## src/rtl/sys_pkg.sv

```systemverilog
// sys_pkg: FSM state encodings, default PC width and run-period clamp shared by sys_step_ctrl
package sys_pkg;
  localparam int unsigned SYS_PC_W = 8;
  localparam logic [1:0] ST_IDLE = 2'd0;
  localparam logic [1:0] ST_STEP = 2'd1;
  localparam logic [1:0] ST_RUN  = 2'd2;
  localparam logic [1:0] ST_LOAD = 2'd3;
  // Run period is the base divider shifted by the rate select, never shorter than one cycle.
  function automatic int unsigned run_period(input int unsigned div, input logic [1:0] sel);
    int unsigned p;
    p = div >> sel;
    return (p == 32'd0) ? 32'd1 : p;
  endfunction
endpackage

```

## src/rtl/sys_debounce.sv

```systemverilog
// sys_debounce: 2-flop synchroniser and stable-count filter giving a clean level from a raw board input
module sys_debounce #(
  parameter int unsigned DEBOUNCE_CYC = 1000000,
  parameter logic        RST_VAL      = 1'b0
) (
  input  logic i_clk,
  input  logic i_rst_n,
  input  logic i_raw,
  output logic o_level
);
  localparam int unsigned CW = $clog2(DEBOUNCE_CYC) + 1;
  logic          r_s0;
  logic          r_s1;
  logic          r_level;
  logic [CW-1:0] r_cnt;
  assign o_level = r_level;
  // two-stage synchroniser for the asynchronous pin
  always_ff @(posedge i_clk or negedge i_rst_n)
    if (!i_rst_n) begin
      r_s0 <= RST_VAL;
      r_s1 <= RST_VAL;
    end else begin
      r_s0 <= i_raw;
      r_s1 <= r_s0;
    end
  // accept the new level after DEBOUNCE_CYC consecutive samples that disagree with the current one
  always_ff @(posedge i_clk or negedge i_rst_n)
    if (!i_rst_n) begin
      r_cnt   <= '0;
      r_level <= RST_VAL;
    end else if (r_s1 == r_level) begin
      r_cnt <= '0;
    end else if (r_cnt == CW'(DEBOUNCE_CYC - 1)) begin
      r_cnt   <= '0;
      r_level <= r_s1;
    end else begin
      r_cnt <= r_cnt + 1'b1;
    end
endmodule

```

## src/rtl/sys_step_ctrl.sv

```systemverilog
// sys_step_ctrl: turns debounced step/run/load controls into step_en and pc_load strobes for the core
// Optional build macro SYS_STEP_BREAKPOINT_EN adds bp_addr/bp_valid to halt free-run at a PC.
module sys_step_ctrl
  import sys_pkg::*;
#(
  parameter int unsigned DEBOUNCE_CYC = 1000000,
  parameter int unsigned RUN_DIV      = 12500000,
  parameter int unsigned PC_W         = SYS_PC_W,
  parameter int unsigned CNT_W        = 16
) (
  input  logic             SYS_clk,
  input  logic             SYS_rst,
  input  logic             key_step_n,
  input  logic             sw_run,
  input  logic             sw_load,
  input  logic [PC_W-1:0]  load_val,
  input  logic [1:0]       rate_sel,
  input  logic [PC_W-1:0]  pc_current,
`ifdef SYS_STEP_BREAKPOINT_EN
  input  logic [PC_W-1:0]  bp_addr,
  input  logic             bp_valid,
`endif
  output logic             step_en,
  output logic             pc_load,
  output logic [PC_W-1:0]  pc_load_val,
  output logic             busy,
  output logic [CNT_W-1:0] step_count,
  output logic [1:0]       state_o
);
  localparam int unsigned RW = $clog2(RUN_DIV) + 1;
  logic             w_key_lvl;
  logic             w_run;
  logic             w_load_lvl;
  logic             r_key_prev;
  logic             r_load_prev;
  logic             w_press;
  logic             w_load_req;
  logic             w_run_ok;
  logic             w_bp_hit;
  logic             w_tc;
  logic             w_tick;
  logic             w_halt;
  logic             w_step_en;
  logic [1:0]       r_state;
  logic [1:0]       w_next;
  logic [RW-1:0]    r_rate;
  logic [RW-1:0]    w_period;
  logic [CNT_W-1:0] r_count;
  logic [PC_W-1:0]  r_pc_val;

  sys_debounce #(.DEBOUNCE_CYC(DEBOUNCE_CYC), .RST_VAL(1'b1)) u_db_key (
    .i_clk(SYS_clk), .i_rst_n(SYS_rst), .i_raw(key_step_n), .o_level(w_key_lvl)
  );
  sys_debounce #(.DEBOUNCE_CYC(DEBOUNCE_CYC), .RST_VAL(1'b0)) u_db_run (
    .i_clk(SYS_clk), .i_rst_n(SYS_rst), .i_raw(sw_run), .o_level(w_run)
  );
  sys_debounce #(.DEBOUNCE_CYC(DEBOUNCE_CYC), .RST_VAL(1'b0)) u_db_load (
    .i_clk(SYS_clk), .i_rst_n(SYS_rst), .i_raw(sw_load), .o_level(w_load_lvl)
  );

  assign w_press    = r_key_prev & ~w_key_lvl;
  assign w_load_req = ~r_load_prev & w_load_lvl;
  assign w_period   = RW'(run_period(RUN_DIV, rate_sel));
  assign w_tc       = r_rate >= (w_period - 1'b1);
  assign w_tick     = (r_state == ST_RUN) && w_run && !w_load_req && w_tc;
  assign w_halt     = w_tick && w_bp_hit;
  assign w_step_en  = (r_state == ST_STEP) || (w_tick && !w_bp_hit);

`ifdef SYS_STEP_BREAKPOINT_EN
  logic r_bp_hold;
  assign w_bp_hit = bp_valid && (pc_current == bp_addr);
  assign w_run_ok = w_run && !r_bp_hold;
  // a breakpoint halt blocks re-entering RUN until sw_run has been dropped
  always_ff @(posedge SYS_clk or negedge SYS_rst)
    if (!SYS_rst) r_bp_hold <= 1'b0;
    else if (w_halt) r_bp_hold <= 1'b1;
    else if (!w_run) r_bp_hold <= 1'b0;
`else
  logic w_unused;
  assign w_unused = ^pc_current;
  assign w_bp_hit = 1'b0;
  assign w_run_ok = w_run;
`endif

  // next state: load beats run beats step
  always_comb
    w_next = (r_state == ST_IDLE) ? (w_load_req ? ST_LOAD : w_run_ok ? ST_RUN : w_press ? ST_STEP : ST_IDLE)
           : (r_state == ST_STEP) ? ST_IDLE
           : (r_state == ST_RUN)  ? (w_load_req ? ST_LOAD : (!w_run || w_halt) ? ST_IDLE : ST_RUN)
           : (w_run_ok ? ST_RUN : ST_IDLE);

  // state register and debounced-level history for edge detection
  always_ff @(posedge SYS_clk or negedge SYS_rst)
    if (!SYS_rst) begin
      r_state     <= ST_IDLE;
      r_key_prev  <= 1'b1;
      r_load_prev <= 1'b0;
    end else begin
      r_state     <= w_next;
      r_key_prev  <= w_key_lvl;
      r_load_prev <= w_load_lvl;
    end

  // rate counter runs only in RUN, so entering RUN always starts from zero
  always_ff @(posedge SYS_clk or negedge SYS_rst)
    if (!SYS_rst) r_rate <= '0;
    else if (r_state != ST_RUN || w_tc) r_rate <= '0;
    else r_rate <= r_rate + 1'b1;

  // step counter and load value; both are updated on the cycle that enters LOAD
  always_ff @(posedge SYS_clk or negedge SYS_rst)
    if (!SYS_rst) begin
      r_count  <= '0;
      r_pc_val <= '0;
    end else if (w_next == ST_LOAD) begin
      r_count  <= '0;
      r_pc_val <= load_val;
    end else if (w_step_en) begin
      r_count <= r_count + 1'b1;
    end

  assign step_en     = w_step_en;
  assign pc_load     = (r_state == ST_LOAD);
  assign pc_load_val = r_pc_val;
  assign busy        = r_state[1];
  assign step_count  = r_count;
  assign state_o     = r_state;
endmodule

```

## config.mk

```make
export PLATFORM = sky130hd
export DESIGN_NAME = sys_step_ctrl
export DESIGN_NICKNAME = d
export VERILOG_FILES = /design/src/rtl/sys_pkg.sv /design/src/rtl/sys_debounce.sv /design/src/rtl/sys_step_ctrl.sv
export SDC_FILE = /design/constraint.sdc
export NUM_CORES = 1
export LEC_CHECK = 0
export ABC_AREA = 1
export ABC_CLOCK_PERIOD_IN_PS = 2400
export CAP_MARGIN = 20
export CORE_MARGIN = 2
export CORE_UTILIZATION = 59
export DETAILED_ROUTE_END_ITERATION = 7
export GPL_ROUTABILITY_DRIVEN = 0
export PLACE_DENSITY = 0.8
export SLEW_MARGIN = 20
export SYNTH_ARGS = -nofsm -noshare
export SYNTH_HDL_FRONTEND = slang
export SYNTH_SLANG_ARGS = --single-unit
```

## constraint.sdc

```tcl
create_clock -name SYS_clk -period 2.4 [get_ports SYS_clk]
set_clock_uncertainty 0.2 [all_clocks]
set_input_delay 0.24 -clock SYS_clk [delete_from_list [all_inputs] [get_ports SYS_clk]]
set_output_delay 0.24 -clock SYS_clk [all_outputs]
set_load 0.01 [all_outputs]
```

==> flow_summary_export.csv, run 1 <==
group,metric,value,unit
synth,ys_ff_latch,125,
worst_setup_path,critPathLaunch,"r_rate[15]$_DFF_PN0_",
final_layout,n_antenna_cell,0,
power,power_density,555,nW/um^2
final_layout,fin_util,74.4,%
power,intPower,3.91,mW
run_status,outcome,"complete, but fails checks",
flow_run,maxCapViolCount,0,
timing,finalSetupViolations,1,
die,die_y,114,um
detailed_routing,vias,6385,
worst_setup_path,path_class,"register to primary output",
clock_network,clk_latency,0.42,ns
clock_network,tritoncts,"done",
worst_setup_path,r2r-start,"r_rate[15]$_DFF_PN0_",
worst_setup_path,cp_common_cell,"nand2_4",
power,totalPowerFinal,4.94,mW
worst_setup_path,cp_cell_sequence,"ha_1 -> nand2_4 -> nor2_4 -> nand2_2 -> nor3b_2 -> nand3_1 -> nand3_2 -> nand2_4 -> nand2_8 -> buf_6",
synth,synth_area,7200,um^2
detailed_routing,drtAntennaViolNets,0,
power,p_comb_share,4.0,%
final_layout,drive_above_1_share,15.2,%
worst_setup_path,cp-start-kind,"register",
global_route,antenna_found_initial,0,
synth,synth-edff-count,0,
worst_setup_path,worstPathArrival,2.04,ns
synth,async_reset_ff_share,100,%
die,initial_core_util,60.2,%
timing,rsz0062_at_grt,"true",
clock_network,cts_sinks,125,
hold_path,hold_path_class,"input port to register",
synth,yosys.cell_count.top_type,"nand2_1",
timing,worst_slack,-0.0765,ns
placement,place_worst_setup_slack,-0.744,ns
synth,synth_common_cells,"nand2_1 (182), nor2_1 (128), dfrtp_1 (121)",
clock_network,cts_inserted_buffers,17,
synth,synthCells,907,
power,p_sw_share,20.9,%
worst_setup_path,slowest_delay,0.39,ns
clock_network,cts_max_level,4,
synth,yosysTopAreaCell,"dfrtp_1",
clock_network,clkTransAtPathRegs,0.05,ns
run_status,violations,"setup timing",
worst_setup_path,critPathSlowestCell,"dfrtp_1",
detailed_routing,drc,0,
detailed_routing,wirelength,16.5,mm
timing,hold_violations,0,
synth,synth_flop_cell,"dfrtp_1",
timing,holdWs,0.0237,ns
synth,synth_area_per_cell,7.94,um^2
power,clkPwrFrac,52.5,%
synth,seq_area_frac_synth,43.5,%
final_layout,final_cell_count_no_fill,1166,
worst_setup_path,cp_max_fo,2,
power,seq_power_share,43.4,%
clock_network,clock_path_buffers,2,
power,p_leak,4.08,nW
timing,worstMarginPinSlew,0.537,ns
global_route,grt_pass1_vias,6148,
detailed_routing,drtIter0Drc,506,
synth,synth.top_cell.area_share,42.1,%
die,die_w,114,um
timing,fin_crit,2.48,ns
final_layout,synthToLayoutAreaGrowth,23.6,%
power,ir_drop,0.000437,V
final_layout,fin_nets,1054,
die,die_area,13100,um^2
detailed_routing,drt-pass1-iter-count,6,
synth,synth_warnings,0,
die,io-pin-count,52,
worst_setup_path,worst_setup_path_end_kind,"primary output",
die,rows,40,
global_route,grt_max_degree,42,
placement,placedCellCount,1129,
timing,fmaxAchievable,0.404,GHz
clock_network,clock_tree.root_cell,"clkbuf_16",
die,core-area,12000,um^2
synth,ys_types,44,
synth,synth_area_leaders,"dfrtp_1 (42%), nand2_1 (9.5%), nor2_1 (6.7%), inv_1 (6.0%), nand4_1 (4.3%)",
final_layout,nFillCells,874,
power,p_sw,1.03,mW
timing,maxSlewHeadroom,64.2,%
detailed_routing,vias_per_cell,5.48,
global_route,grt_remaining_overflow,0,
timing,slew_violations,0,
placement,dp_hpwl,11.6,mm
global_route,grt_use_total,26.6,%
worst_setup_path,required,1.96,ns
hold_path,hold_start,"key_step_n",
global_route,grt_first_pass_wirelength,27.8,mm
detailed_routing,wl_per_cell,14.1,um
timing,period_share,103,%
placement,io_buffers,43,
-- cell usage in the layout (no fill, tap or decap), types with 5 or more instances in the layout --
| cell | netlist | layout |
|---|---|---|
| nand2_2 | 14 | 18 |
| xor2_1 | 35 | 35 |
| o21ai_0 | 12 | 12 |
| nand2_1 | 182 | 176 |
| nand4_1 | 50 | 50 |
| clkbuf_16 | 0 | 17 |
| inv_1 | 116 | 116 |
| ha_4 | 0 | 7 |
| a31oi_1 | 6 | 6 |
| ha_1 | 24 | 17 |
| nor2_4 | 6 | 10 |
| nor3b_1 | 6 | 5 |
| clkdlybuf4s50_1 | 0 | 39 |
| nor3_2 | 4 | 5 |
| nand3_1 | 38 | 38 |
| buf_4 | 3 | 45 |
| dfrtp_1 | 121 | 120 |
| a21oi_1 | 32 | 31 |
| nor2_1 | 128 | 123 |
| nor3_1 | 37 | 36 |
| nand3_2 | 5 | 5 |
| nor4_1 | 19 | 19 |
| xnor2_1 | 13 | 13 |
| nor2_2 | 7 | 8 |
-- cell type report --
type | count | area, um^2 | share of cell area, %
multi-input cells | 646 | 3670 | 41.2
flip-flops and latches | 125 | 3130 | 35.2
clock inverters | 7 | 113 | 1.27
inverters | 124 | 465 | 5.23
repair buffers | 93 | 855 | 9.60
clock buffers | 24 | 482 | 5.41
well taps | 147 | 184 | 2.07
-- power groups by stage --
| stage | clock network, mW | logic (mW) | registers, mW |
|---|---|---|---|
| floorplan | 0 | 0.0770 | 2.18 |
| global placement | 0 | 0.173 | 2.18 |
| detailed placement | 0 | 0.179 | 2.18 |
| CTS | 2.63 | 0.187 | 2.14 |
| global route | 2.72 | 0.226 | 2.15 |
| finish | 2.59 | 0.200 | 2.14 |
-- logic make-up (layout without fill, tap and decap cells) --
| logic type | count (synthesis) | after routing | synth area share [%] |
|---|---|---|---|
| and+or+nand+nor | 508 | 508 | 33.7 |
| buffers and inverters | 138 | 248 | 7.84 |
| DFF | 125 | 125 | 43.5 |
| AOI/OAI and AO/OA | 60 | 60 | 4.55 |
| xor gates and xnor gates | 48 | 48 | 5.84 |
| adders and majority gates | 24 | 24 | 4.17 |
| other | 2 | 4 | 0.104 |
| muxes | 2 | 2 | 0.313 |
-- metal layers --
metal | vias to the layer above | part of all wire [%] | global-route usage, %
met3 | 37 | 4.5 | 5.82
met1 | 3005 | 43 | 33.8
li1 | 3158 | - | -
met2 | 185 | 51 | 44.3
met4 | 0 | 2.1 | 10.7
met5 | - | 0 | 0
-- registers in the layout, indices dropped and copies added (netlist names), 2 cells and up --
| name | flops |
|---|---|
| u_db_key.r_cnt | 21 |
| u_db_load.r_cnt | 21 |
| r_rate | 25 |
| u_db_run.r_cnt | 21 |
| step_count | 16 |
| state_o | 2 |
| pc_load_val | 8 |
-- per-stage QoR --
stage,area [um^2],TNS (ns)
floorplan,7210,0
global placement,8100,-18.01
detailed placement,8100,-20.64
CTS,8790,-0.141
global route,8900,-0.178
finish,8900,-0.0765
-- worst max-delay path: cells and delay by family, from the launching register on --
kind | cells | cell delay, ns
buffers and inverters | 1 | 0.10
AND/OR/NAND/NOR | 8 | 0.79
flip-flops | 1 | 0.39
adder cells (fa/ha/maj) | 1 | 0.33
-- final timing paths --
kind | end | slack [ns] | depth (start not counted)
setup / recovery | step_en | -0.08 | 10
hold / removal | u_db_key.r_s0$_DFF_PN1_ | 0.02 | 1
setup reg to reg | r_rate[24]$_DFF_PN0_ | 0.13 | 11
hold reg to reg | u_db_run.r_s1$_DFF_PN0_ | 0.14 | 0
max in group asynchronous | u_db_key.o_level$_DFFE_PN1P_ | 1.15 | 3
min in group asynchronous | u_db_load.r_cnt[17]$_DFF_PN0_ | 0.15 | 2
-- timing repair --
action | CTS | global route
pin swaps | 15 | 13
endpoints found under the hold margin | 38 | 0
gates resized for setup | 16 | 22
buffers inserted | 4 | 1
hold buffers | 1 | 0
endpoints found under the setup margin | 28 | 31
(Power assumes the default switching activity.)
==> run 2: changes to the inputs <==
CORE_UTILIZATION = 25   (was 59)
PLACE_DENSITY = not set   (was 0.8)
==> run 2 against run 1 <==
The run still ends with setup timing left. Sequential share of layout area decreased by 2.1 points. Via count decreased by 2.0%. Worst setup slack got worse by 0.086 ns. Die area increased by 130%. Clock-buffer cell count decreased by 3. Utilization decreased by 41 points. Combinational power about the same. Critical path depth unchanged. Non-clock buffer count increased by 12. Total power increased by 5.6%. Clock power increased by 11%. Final cell count increased by 21%. Highest routed layer unchanged.
==> flow_summary_export.csv, run 2 (same netlist as run 1, synthesis figures left out) <==
group,metric,value,unit
placement,placedCellCount,1373,
detailed_routing,drtIter0Drc,396,
final_layout,final_cell_count_no_fill,1416,
hold_path,hold_path_class,"input port to register",
global_route,grt_remaining_overflow,0,
die,initial_core_util,25.2,%
power,p_comb_share,3.9,%
final_layout,n_antenna_cell,0,
timing,rsz0062_at_grt,"true",
placement,dp_hpwl,12.4,mm
detailed_routing,drc,0,
final_layout,layout_commonest_cell,"nand2_1",
clock_network,clock_tree.root_cell,"clkbuf_16",
worst_setup_path,cp_cell_sequence,"ha_4 -> nand2_2 -> nor2_4 -> nand2_1 -> nor3b_2 -> nand3_2 -> nand3_4 -> nand2_4 -> nand2_8 -> buf_6",
flow_run,maxCapViolCount,0,
worst_setup_path,required,1.96,ns
placement,io_buffers,43,
power,ir_drop,0.000310,V
detailed_routing,drt-pass1-iter-count,7,
run_status,outcome,"complete, but fails checks",
global_route,grt_pass1_vias,6173,
final_layout,drive_above_1_share,18.4,%
die,die_y,174,um
worst_setup_path,critPathSlowestCell,"dfrtp_1",
die,rows,62,
timing,period_share,107,%
die,io-pin-count,52,
clock_network,clkTransAtPathRegs,0.06,ns
final_layout,final_cell_mix,"nand2_1 (176), dfrtp_1 (121), inv_1 (114)",
timing,finalSetupViolations,6,
timing,holdWs,0.0326,ns
detailed_routing,vias_per_cell,4.42,
global_route,grt_first_pass_wirelength,29.5,mm
final_layout,synthToLayoutAreaGrowth,31.4,%
die,die_w,174,um
die,core-area,28500,um^2
power,power_density,551,nW/um^2
final_layout,largest_reg_flops,25,
die,die_area,30200,um^2
timing,worst_slack,-0.163,ns
clock_network,tritoncts,"done",
final_layout,multi_input_area,3740,um^2
power,seq_power_share,41.0,%
worst_setup_path,path_class,"register to primary output",
timing,fin_crit,2.56,ns
worst_setup_path,worst_setup_path_end_kind,"primary output",
timing,fmaxAchievable,0.390,GHz
final_layout,largest_register,"r_rate",
detailed_routing,drtAntennaViolNets,0,
detailed_routing,wirelength,17.2,mm
detailed_routing,wl_per_cell,12.1,um
detailed_routing,vias,6257,
clock_network,clock_path_buffers,2,
timing,hold_violations,0,
power,p_sw_share,21.3,%
final_layout,nFillCells,3015,
final_layout,fin_nets,1066,
clock_network,clk_latency,0.42,ns
global_route,grt_max_degree,45,
global_route,grt_use_total,11.8,%
power,p_sw,1.11,mW
final_layout,ff_latch_area,3130,um^2
power,intPower,4.10,mW
timing,worstMarginPinSlew,0.644,ns
clock_network,cts_sinks,125,
worst_setup_path,cp-start-kind,"register",
worst_setup_path,cp_max_fo,2,
power,clkPwrFrac,55.1,%
global_route,antenna_found_initial,0,
clock_network,cts_max_level,4,
timing,maxSlewHeadroom,57.1,%
run_status,violations,"setup timing",
power,p_leak,4.17,nW
clock_network,cts_inserted_buffers,17,
worst_setup_path,worstPathArrival,2.12,ns
worst_setup_path,slowest_delay,0.44,ns
timing,slew_violations,0,
run 2: changes by cell type in the layout (fill, tap and decap cells not counted), sizes merged:
cell and change:
bufinv +2, clkbuf -2, clkinv +2, dlygate4sd2 -1, clkdlybuf4s15 +1, buf +11
run 2: critical path, delay by kind of cell (launching register included):
kind                     cells  cell delay [ns]
adder cells (fa/ha/maj)      1             0.30
flip-flops                   1             0.44
AND/OR/NAND/NOR              8             0.85
buffers and inverters        1             0.10
run 2: metrics by stage:
step | TNS, ns | setup WS [ns] | util [%] | total power [mW] | cell area, um^2
final | -0.225 | -0.163 | 33.1 | 5.21 | 9460
after global routing | -2.56 | -0.255 | 33.1 | 5.40 | 9460
after CTS | -0.155 | -0.155 | 32.4 | 5.27 | 9260
after detailed placement | -18.61 | -0.829 | 29.6 | 2.37 | 8460
after global placement | -17.14 | -0.775 | 29.6 | 2.36 | 8460
after floorplan | 0 | 0.135 | - | 2.25 | 7210
run 2: path summary, 6_finish.rpt:
| check | from | endpoint | slack [ns] | cells after the start |
|---|---|---|---|---|
| setup reg to reg | r_rate[21]$_DFF_PN0_ | r_rate[22]$_DFF_PN0_ | -0.03 | 14 |
| setup / recovery | r_rate[16]$_DFF_PN0_ | step_en | -0.16 | 10 |
| max in group asynchronous | SYS_rst | r_rate[18]$_DFF_PN0_ | 1.20 | 3 |
| hold / removal | key_step_n | u_db_key.r_s0$_DFF_PN1_ | 0.03 | 1 |
| min in group asynchronous | SYS_rst | u_db_key.r_cnt[18]$_DFF_PN0_ | 0.18 | 2 |
| hold reg to reg | u_db_run.r_s0$_DFF_PN0_ | u_db_run.r_s1$_DFF_PN0_ | 0.15 | 0 |
run 2: final cells by class:
class                           instances  share of cell area (%)
Multi-Input combinational cell        646                    39.5
Clock inverter                         11                    2.01
Clock buffer                           21                    4.87
Sequential cell                       125                    33.1
Inverter                              124                    4.95
Timing Repair Buffer                  105                    10.5
Tap cell                              384                    5.08
run 2: repair_timing:
action | in CTS | in global routing
cloned | 0 | 1
pin swaps | 15 | 11
endpoints found under the setup margin | 18 | 32
hold buffers | 1 | 0
setup buffers | 7 | 3
resized for setup | 23 | 52
endpoints found under the hold margin | 37 | 0
run 2: power by group through the flow:
stage | Combinational (mW) | Sequential, mW | Clock, mW
floorplan | 0.0770 | 2.18 | 0
global placement | 0.186 | 2.18 | 0
detailed placement | 0.189 | 2.18 | 0
CTS | 0.201 | 2.14 | 2.93
global route | 0.233 | 2.14 | 3.03
finish | 0.201 | 2.14 | 2.87
run 2: routing by layer:
layer	part of all wire, %	vias to the layer above	global-route usage (%)	wire, um
li1	-	3183	-	-
met1	49	2935	15.6	8390
met2	45	113	19.4	7800
met3	4.1	26	2.72	708
met4	1.7	0	3.40	287
met5	0	-	0	0
